### src/rtl/pc_fetch_pkg.sv
// ----------------------------------------------------------------------------
// pc_fetch_pkg
// Shared types and constants for the Hack CPU fetch stage.
//   fetch_state_t : fetch FSM state (S_REQ -> S_RESP -> S_HOLD -> S_RESP ...)
//   HACK_ADDR_W   : Hack ROM address width (32K words)
//   HACK_WORD_W   : Hack instruction word width
// ----------------------------------------------------------------------------
package pc_fetch_pkg;

   localparam int HACK_ADDR_W = 15;
   localparam int HACK_WORD_W = 16;

   typedef enum logic [1:0] {
      S_REQ  = 2'd0,   // ROM is sampling fpc on the coming edge
      S_RESP = 2'd1,   // rom_data is valid for fpc; capture it
      S_HOLD = 2'd2    // instruction presented, waiting for decode
   } fetch_state_t;

endpackage

### src/rtl/pc_fetch_unit_inc.sv
// ----------------------------------------------------------------------------
// inc
// 16-bit incrementer (Hack Inc16): out_word = in_word + 1, wrapping at 2^16.
// Ports:
//   in_word  in  16  operand
//   out_word out 16  operand + 1
// ----------------------------------------------------------------------------
module inc (
   input  logic [15:0] in_word,
   output logic [15:0] out_word
);

   assign out_word = in_word + 16'd1;

endmodule

### src/rtl/pc_fetch_unit.sv
// ----------------------------------------------------------------------------
// pc_fetch_unit
// Hack CPU program counter and instruction fetch stage. Drives a synchronous
// ROM (1-cycle read latency) from the fetch PC and hands each instruction and
// its address to decode over a valid/ready handshake. A jump from execute
// retargets the fetch PC and drops any in-flight ROM read.
//
// Optional build macro: PC_FETCH_STATS_EN adds a 32-bit fetch_count output
// counting completed handshakes (not cleared by jumps).
//
// Ports:
//   clk          in   1       clock, rising edge
//   reset        in   1       synchronous active-high reset
//   jump_en      in   1       redirect request
//   jump_addr    in   ADDR_W  redirect target
//   rom_addr     out  ADDR_W  ROM read address (= fetch PC register)
//   rom_data     in   DATA_W  ROM data for the address sampled last edge
//   instr_valid  out  1       instruction output valid
//   instr        out  DATA_W  registered instruction
//   instr_pc     out  ADDR_W  address of instr
//   instr_ready  in   1       decode accepts instr
//   fetch_count  out  32      completed handshakes (PC_FETCH_STATS_EN only)
// ----------------------------------------------------------------------------
module pc_fetch_unit
   import pc_fetch_pkg::*;
#(
   parameter int ADDR_W       = HACK_ADDR_W,
   parameter int DATA_W       = HACK_WORD_W,
   parameter int RESET_VECTOR = 0
) (
   input  logic              clk,
   input  logic              reset,
   input  logic              jump_en,
   input  logic [ADDR_W-1:0] jump_addr,
   output logic [ADDR_W-1:0] rom_addr,
   input  logic [DATA_W-1:0] rom_data,
   output logic              instr_valid,
   output logic [DATA_W-1:0] instr,
   output logic [ADDR_W-1:0] instr_pc,
   input  logic              instr_ready
`ifdef PC_FETCH_STATS_EN
   ,
   output logic [31:0]       fetch_count
`endif
);

   localparam logic [ADDR_W-1:0] RESET_PC = ADDR_W'(RESET_VECTOR);

   fetch_state_t      state_reg, state_next;
   logic [ADDR_W-1:0] fpc_reg, fpc_next;
   logic              valid_reg, valid_next;
   logic [DATA_W-1:0] instr_reg, instr_next;
   logic [ADDR_W-1:0] instr_pc_reg, instr_pc_next;
   logic              handshake;

   // ------------------------------------------------------------------------
   // Next PC through the shared 16-bit incrementer. The PC is zero-extended
   // into the 16-bit operand and the low ADDR_W bits of the result are kept,
   // which gives the modulo-2^ADDR_W wrap for free.
   // ------------------------------------------------------------------------
   logic [15:0] inc_in;
   logic [15:0] inc_out;

   genvar gi;
   generate
      for (gi = 0; gi < 16; gi++) begin : g_inc_in
         if (gi < ADDR_W) begin : g_pc_bit
            assign inc_in[gi] = fpc_reg[gi];
         end else begin : g_zero_bit
            assign inc_in[gi] = 1'b0;
         end
      end
   endgenerate

   inc u_inc (
      .in_word  (inc_in),
      .out_word (inc_out)
   );

   // valid is only ever set in S_HOLD, so this is the S_HOLD exit condition
   assign handshake = valid_reg && instr_ready;

   // ------------------------------------------------------------------------
   // Next-state / next-data logic
   // ------------------------------------------------------------------------
   always_comb begin
      state_next    = state_reg;
      fpc_next      = fpc_reg;
      valid_next    = valid_reg;
      instr_next    = instr_reg;
      instr_pc_next = instr_pc_reg;

      case (state_reg)
         S_REQ: begin
            state_next = S_RESP;
         end
         S_RESP: begin
            instr_next    = rom_data;
            instr_pc_next = fpc_reg;
            valid_next    = 1'b1;
            fpc_next      = inc_out[ADDR_W-1:0];
            state_next    = S_HOLD;
         end
         S_HOLD: begin
            // fpc already points at the next word, so the ROM sampling it on
            // this edge is the request for the following instruction.
            if (handshake) begin
               valid_next = 1'b0;
               state_next = S_RESP;
            end
         end
         default: begin
            state_next = S_REQ;
            valid_next = 1'b0;
         end
      endcase

      // A jump overrides whatever the FSM decided. A handshake on the same
      // edge still counts (decode saw it), but the capture in S_RESP is
      // dropped because valid is forced low and the state returns to S_REQ.
      if (jump_en) begin
         fpc_next   = jump_addr;
         valid_next = 1'b0;
         state_next = S_REQ;
      end
   end

   // ------------------------------------------------------------------------
   // State registers
   // ------------------------------------------------------------------------
   always_ff @(posedge clk) begin
      if (reset) begin
         state_reg    <= S_REQ;
         fpc_reg      <= RESET_PC;
         valid_reg    <= 1'b0;
         instr_reg    <= '0;
         instr_pc_reg <= '0;
      end else begin
         state_reg    <= state_next;
         fpc_reg      <= fpc_next;
         valid_reg    <= valid_next;
         instr_reg    <= instr_next;
         instr_pc_reg <= instr_pc_next;
      end
   end

   assign rom_addr    = fpc_reg;
   assign instr_valid = valid_reg;
   assign instr       = instr_reg;
   assign instr_pc    = instr_pc_reg;

`ifdef PC_FETCH_STATS_EN
   logic [31:0] fetch_count_reg;

   always_ff @(posedge clk) begin
      if (reset) begin
         fetch_count_reg <= '0;
      end else if (handshake) begin
         fetch_count_reg <= fetch_count_reg + 32'd1;
      end
   end

   assign fetch_count = fetch_count_reg;
`endif

endmodule

### config.mk
export PLATFORM = sky130hd
export DESIGN_NAME = pc_fetch_unit
export DESIGN_NICKNAME = d
export VERILOG_FILES = /design/src/rtl/pc_fetch_pkg.sv /design/src/rtl/pc_fetch_unit_inc.sv /design/src/rtl/pc_fetch_unit.sv
export SDC_FILE = /design/constraint.sdc
export NUM_CORES = 1
export LEC_CHECK = 0
export CORE_MARGIN = 3
export CORE_UTILIZATION = 42
export DETAILED_ROUTE_END_ITERATION = 6
export PLACE_DENSITY = 0.77
export SLEW_MARGIN = 30
export SYNTH_ARGS = -nofsm -noshare
export SYNTH_HDL_FRONTEND = slang
export SYNTH_SLANG_ARGS = --single-unit
### constraint.sdc
create_clock -name clk -period 1.65 [get_ports clk]
set_input_delay 0.2475 -clock clk [delete_from_list [all_inputs] [get_ports clk]]
set_output_delay 0.2475 -clock clk [all_outputs]
set_load 0.01 [all_outputs]
* After elaboration in Yosys (flattened, before gate mapping) *
Cells that the tools add are included.

storage, ports and cells
  word-level logic and storage cells = 21
  register bits after elaboration = 49
  input bits = 35
  output and inout bits = 47

cells by class
  bitwise logic cells = 1
  muxes and demuxes = 6
  add/sub/neg operators = 1
  reduce and logical (&&, ||, !) cells = 5
  eq/ne operators = 3

operators with widths
  operator                                                         count
  15-bit 2-to-1 mux                                                2
  15-bit by 1-bit adder with 15-bit output, second input constant  1
  2-bit case mux with 3 select lines                               1
  1-bit case mux with 3 select lines                               1
  2-bit by 1-bit == test with 1-bit output, second input constant  1
  2-bit == test, second input constant                             1
  2-bit logical NOT                                                1
  2-bit 2-to-1 mux                                                 1
  2-bit inequality test, second input constant                     1
  2-bit AND reduction                                              1
  2-bit nonzero test                                               1
  2-bit OR reduction                                               1
  1-bit logical AND                                                1
  1-bit 2-to-1 mux                                                 1
  1-bit inverter                                                   1

* Longest topological paths before layout *
Gate-level depths: netlist of the first run.

  depth in word-level cells = 3
  mapped depth = 5
  depth with buffers taken out = 5

* Modules after synthesis *
Synthesis of the first run repeated with hierarchy kept, for this count alone.

second synthesis, totals
  cells, all modules = 275
  area total of the unflattened synthesis = 2,200.9 um^2

by module, submodules not included
  module         area each (um^2)  cells each  sequential area each (um^2)  instances
  pc_fetch_unit  1,903.1           232         980.9                        1
  inc            297.8             43          0.0                          1

* Worst setup path before layout of the first run *
Ideal clock, no wire load.

  path kind = flip-flop to flip-flop
  from = register fpc_reg[0] (netlist: rom_addr[0])
  to = register fpc_reg[10] (netlist: rom_addr[10])
  library setup time = 0.086 ns
  cell stages (with the launch flop) = 6
  data required time = 1.564 ns
  arrival time = 1.426 ns
  slack = 0.138 ns
  buffers on the path = 0
  clock period less this slack = 1.512 ns
  cells stage by stage = dfxtp_1 > ha_1 > nand3b_2 > nor4_1 > xnor2_1 > a211oi_1

on the way
  longest elaborated chain between the ends = 3

ends and longest elaborated chain
  element                                   line                     RTL
  start: declaration                        pc_fetch_unit.sv:50      logic [ADDR_W-1:0] fpc_reg, fpc_next;
  start signal: assignment                  pc_fetch_unit.sv:140     fpc_reg <= fpc_next;
  15-bit by 1-bit adder with 15-bit output  pc_fetch_unit_inc.sv:13  assign out_word = in_word + 16'd1;
  15-bit 2-to-1 mux                         pc_fetch_unit.sv:93      case (state_reg)
  15-bit 2-to-1 mux                         pc_fetch_unit.sv:121     if (jump_en) begin

Every way passes these cells. The select of a mux whose other input is x is not followed.
A chain may end at the register's enable or synchronous reset.

* Worst setup path in the final report of the first run *
  from = register fpc_reg[0] (netlist: rom_addr[0])
  to = output port rom_addr[0]

RTL lines
  element           line                 RTL
  end: declaration  pc_fetch_unit.sv:35  output logic [ADDR_W-1:0] rom_addr,

No word-level cell between the ends.

==> run summary, run 1 <==
die area: 0.00560 mm2
Post-synth ARST share: 0%
YS warnings: 0
max reg flops: 16
Post-DP HPWL: 3810 um
hold_buf cts: 0
Die H: 74.9 um
Vias: 1965
Sink Count: 49
Fmax achieved: 0.627 GHz
Post-Syn Nets: 281
Worst Setup End Kind: output pin
DR vias/cell: 5.14
RR Endpoint: rom_addr[13]
Worst VDD drop: 0.447 mV
Overflow after GRT: 0
largest net degree at the start of global routing: 27
Place WS: 0.0903 ns
Leakage: 0.00106 uW
Worst Path Arrival: 1.35 ns
fin worst setup slack: 0.0554 ns
origin of the critical flop-to-flop path: rom_addr[4]
CP startpoint kind: register
die width: 74.9 um
1st-iter DRT viols: 118
worst hold path depth: 2
Slew Limit Fails: 0
WL final: 5120 um
worst r2r path cells: 4
Worst-path clk slew: 0.09 ns
Pre-antenna DRT Iters: 4
CTS tree: yes
worst-case headroom to the max-slew limit: 69.6%
CP endpoint: rom_addr[0]
WS Path Type: register to output pin
Netlist cell types: 34
Hold Slack: 0.384 ns
setup violators final: 0
register area: 993 um2
Syn Inst Count: 245
initial core utilization: 44.5%
post-route minimum period: 1.59 ns
layout cell share with drive strength beyond 1: 10.6%
CP Max Fanout: 4
Clock Latency Late Sink: 0.30 ns
Pwr Total: 2600 uW
worst min path class: primary input to register
WL/cell: 13.4 um
Final ANT Viol Nets: 0
initial antenna violation count: 0
r2r setup slk: 0.14 ns
P&R area growth vs syn: 52.6%
root buf cell: clkbuf_8
clk_skew: 0.00500 ns
PD cells: 855 mW/mm2
post-route clock period utilization: 96.6%
Post-route DRC: 0
crit path from: rom_addr[0]
RSZ-0062 raised after global routing: no
wire length of the first global-routing pass: 8540 um
row count: 24
fin nets: 365
Num CTS Buffers: 5
clk buf depth: 2
status: complete, no violations
post-CTS setup buffer count: 0
vias in the first global route: 1911
register area share after synthesis: 49.2%
Port-buffer cells: 81
prevailing post-synth register cell: dfxtp_1
Synth Cell Area: 0.00199 mm2
number of synthesized flops with an enable pin: 0
multi-input logic area: 937 um2
Mean Syn Cell Area: 8.13 um2
Hold Vio Cnt, Final: 0
CORE AREA: 0.00447 mm2
Total Neg Setup Slack: 0 ns
GRT Overall Usage: 19.3%
FF+latch count, synth: 49
n_diodes: 0
H-tree depth: 2
Filler Cell Count: 376
max-cap violation count: 0
Slew @ Worst Pin: 0.456 ns
Critical Path RT: 1.40 ns
Ports: 82
Routability Congestion: 0.811
worst min path at each step:
stage / to / startpoint / slack [ns]
floorplan: state_reg[0] / reset / 0.34
global placement: instr[2] / instr[2] / 0.44
detailed placement: instr_pc[9] / instr_pc[9] / 0.45
CTS: instr[5] / reset / 0.39
global route: instr[4] / reset / 0.41
finish: instr[8] / reset / 0.38
synth_stat cells, types with 2 or more instances:
cell type / instances / area share [%]
xor2_1: 2 / 0.88
a21oi_1: 35 / 8.8
nor4_1: 4 / 1.3
xnor2_1: 9 / 4.0
nand2_1: 72 / 14
a311oi_1: 2 / 0.88
o21ai_0: 2 / 0.50
dfxtp_1: 49 / 49
inv_1: 3 / 0.57
nor2b_1: 2 / 0.63
nand4_1: 4 / 1.3
clkbuf_1: 14 / 2.6
nor3_1: 5 / 1.3
nand3_1: 2 / 0.50
nor2_1: 13 / 2.4
a211oi_1: 9 / 3.4
per-layer routing:
layer / vias up / GRT usage, % / wire length, um
li1: 998 / - / -
met1: 901 / 22.8 / 2200
met2: 60 / 34.2 / 2530
met3: 6 / 5.74 / 344
met4: 0 / 4.74 / 44
met5: - / 0 / 0
cell usage in the layout, fill, tap and decap left out, types with 2 or more instances in the layout:
master,count
dfxtp_2,7
clkdlybuf4s50_1,80
dfxtp_1,41
nor3_1,5
xor2_1,2
o21ai_0,2
nand4_1,4
nor2_1,13
a211oi_1,9
xnor2_1,9
inv_1,3
nand2_1,72
a21oi_1,35
clkbuf_8,6
nand3_1,2
nor4_1,4
buf_4,11
a311oi_1,2
final cells by class:
class,instances,area share (%)
well taps,52,2.14
clock buffers,6,2.72
inverters,4,0.494
repair buffers,93,29.9
multi-input cells,176,30.8
clock inverters,2,1.24
flip-flops and latches,49,32.7
logic make-up (layout without fill, tap and decap cells):
kind of cell	Yosys count	in the layout	synth area share (%)
flip-flops	49	49	49.2
XOR/XNOR	11	11	4.84
adder cells (fa/ha/maj)	1	1	0.628
AO/OA/AOI/OAI	52	52	15.3
AND/OR/NAND/NOR	112	112	26.2
buffers and inverters	20	105	3.83
report_power, final:
part	total (uW)	switching [uW]	internal, uW
registers	1300	58.8	1240
clock network	884	392	493
logic	413	176	238
total	2600	626	1970
metrics by stage:
step	util, %	std cells	instance area (um2)
2_1_floorplan	-	245	1990
4_1_cts	67.7	382	3030
3_3_place_gp	65.0	374	2910
5_1_grt	67.9	382	3040
6_report	67.9	382	3040
3_5_place_dp	65.0	374	2910
timing repair:
action | in CTS | in global routing
gates resized for setup | 2 | 7
endpoints found under the setup margin | 2 | 8
pin swaps | 0 | 0
critical path, cell delays in order (launching register included):
cell,delay (ns)
dfxtp_4,0.38
buf_4,0.14
clkdlybuf4s50_1,0.53
No activity file was read; power rests on OpenSTA's default activity.
==> run 2: changes to the inputs <==
CORE_UTILIZATION = 46   (was 42)
PLACE_DENSITY = 0.83   (was 0.77)
clock period = 2 ns   (was 1.65 ns; I/O delays follow)
==> run summary, run 2 (synthesis gave the netlist of run 1 again) <==
status: complete, no violations
switch share: 26.0%
Hold Vio Cnt, Final: 0
clk_skew: 0.00859 ns
Total Neg Setup Slack: 0 ns
Final Util: 72.6%
initial core utilization: 48.7%
DR vias/cell: 5.19
CORE AREA: 0.00409 mm2
largest net degree at the start of global routing: 40
Buf/Inv on CP: 1
Port-buffer cells: 81
die area: 0.00516 mm2
Critical Path RT: 1.70 ns
wire length of the first global-routing pass: 8240 um
Vias: 1956
Worst Setup End Kind: output pin
n_diodes: 0
most frequent cells in the layout: clkdlybuf4s50_1, nand2_1, dfxtp_1, a21oi_1, nor2_1
Reg power frac: 53.2%
M1 wire length: 2160 um
Pwr Total: 2020 uW
fin nets: 362
layout cell share with drive strength beyond 1: 7.34%
1st-iter DRT viols: 103
Worst VDD drop: 0.458 mV
Worst path max stage delay: 0.60 ns
Layout Cells excl Fill: 377
Overflow after GRT: 0
Slew @ Worst Pin: 0.703 ns
Cells after DPL: 369
Max Used Layer: met4
Pre-antenna DRT Iters: 4
post-route clock period utilization: 84.3%
commonest non-fill, non-tap cell in the layout: clkdlybuf4s50_1
Comb pwr share: 16.1%
Num CTS Buffers: 5
Slew Limit Fails: 0
Die H: 71.8 um
worst min path class: register to register
max-cap violation count: 0
Post-DP HPWL: 3620 um
Worst Path Arrival: 1.39 ns
critical-path cell list: clkdlybuf4s50_1
placed cell area: 0.00287 mm2
row count: 23
hold_buf cts: 0
CTS tree: yes
Final ANT Viol Nets: 0
die width: 71.8 um
worst-case headroom to the max-slew limit: 53.1%
WL/cell: 13.0 um
register area: 981 um2
CP startpoint kind: register
Sink Count: 49
H-tree depth: 2
multi-input logic area: 937 um2
P_sw: 525 uW
clk buf depth: 2
Filler Cell Count: 321
met3 wire length: 316 um
WL final: 4890 um
post-route minimum period: 1.69 ns
post-CTS setup buffer count: 0
P&R area growth vs syn: 48.9%
setup violators final: 0
Ports: 82
part of the power in the clock network: 30.7%
Post-route DRC: 0
internal power: 1490 uW
CP Max Fanout: 6
root buf cell: clkbuf_8
Fmax achieved: 0.593 GHz
WS Path Type: register to output pin
Worst-path clk slew: 0.09 ns
Routability Congestion: 0.814
met2 wire len: 2360 um
Worst path top cell family by delay: buffers and inverters
Post-CTS Resized: 0
max reg flops: 16
PD cells: 680 mW/mm2
Leakage: 0.00103 uW
RSZ-0062 raised after global routing: no
Clock Latency Late Sink: 0.31 ns
GRT Overall Usage: 20.0%
initial antenna violation count: 0
vias in the first global route: 1826
slowest cell on the critical path: clkdlybuf4s50_1
design area: 0.00297 mm2
-- run 2: cell count changes in the layout (fill, tap and decap cells not counted) --
cell,delta
clkinv_4,+1
clkinv_2,+1
clkinvlp_4,-1
dfxtp_2,-7
dfxtp_1,+8
bufinv_16,-1
buf_4,-2
buf_12,-1
dfxtp_4,-1
-- run 2: power by group through the flow --
stage | Combinational (uW) | Sequential [uW] | Clock (uW)
after floorplan | 116 | 1110 | 0
after CTS | 328 | 1070 | 634
after detailed placement | 327 | 1100 | 0
final | 325 | 1070 | 619
after global routing | 355 | 1080 | 683
after global placement | 322 | 1090 | 0
-- run 2: final cells by class --
class	count	area share (%)
multi-input combinational	176	31.6
clock inverter	2	0.464
tap	50	2.11
sequential	49	33.1
inverter	4	0.506
clock buffer	6	2.78
timing repair buffer	90	29.5
-- run 2: stage by stage --
step | setup slack [ns] | hold WS [ns]
floorplan | 0.488 | 0.392
global placement | 0.411 | 0.441
detailed placement | 0.385 | 0.447
CTS | 0.306 | 0.460
global route | 0.249 | 0.472
finish | 0.315 | 0.457
-- run 2: final timing paths --
path	from	cells past startpoint	slack, ns	endpoint
max reg2reg	rom_addr[1]	5	0.40	rom_addr[10]
max	rom_addr[1]	1	0.31	rom_addr[1]
min reg2reg	instr_pc[5]	2	0.46	instr_pc[5]
min	instr_pc[5]	2	0.46	instr_pc[5]
-- run 2: routing by layer --
layer  track usage (%)  vias up
met4              5.43        0
met1              24.6      900
met3              7.01        5
met2              33.4       60
li1                  -      991
met5                 0        -
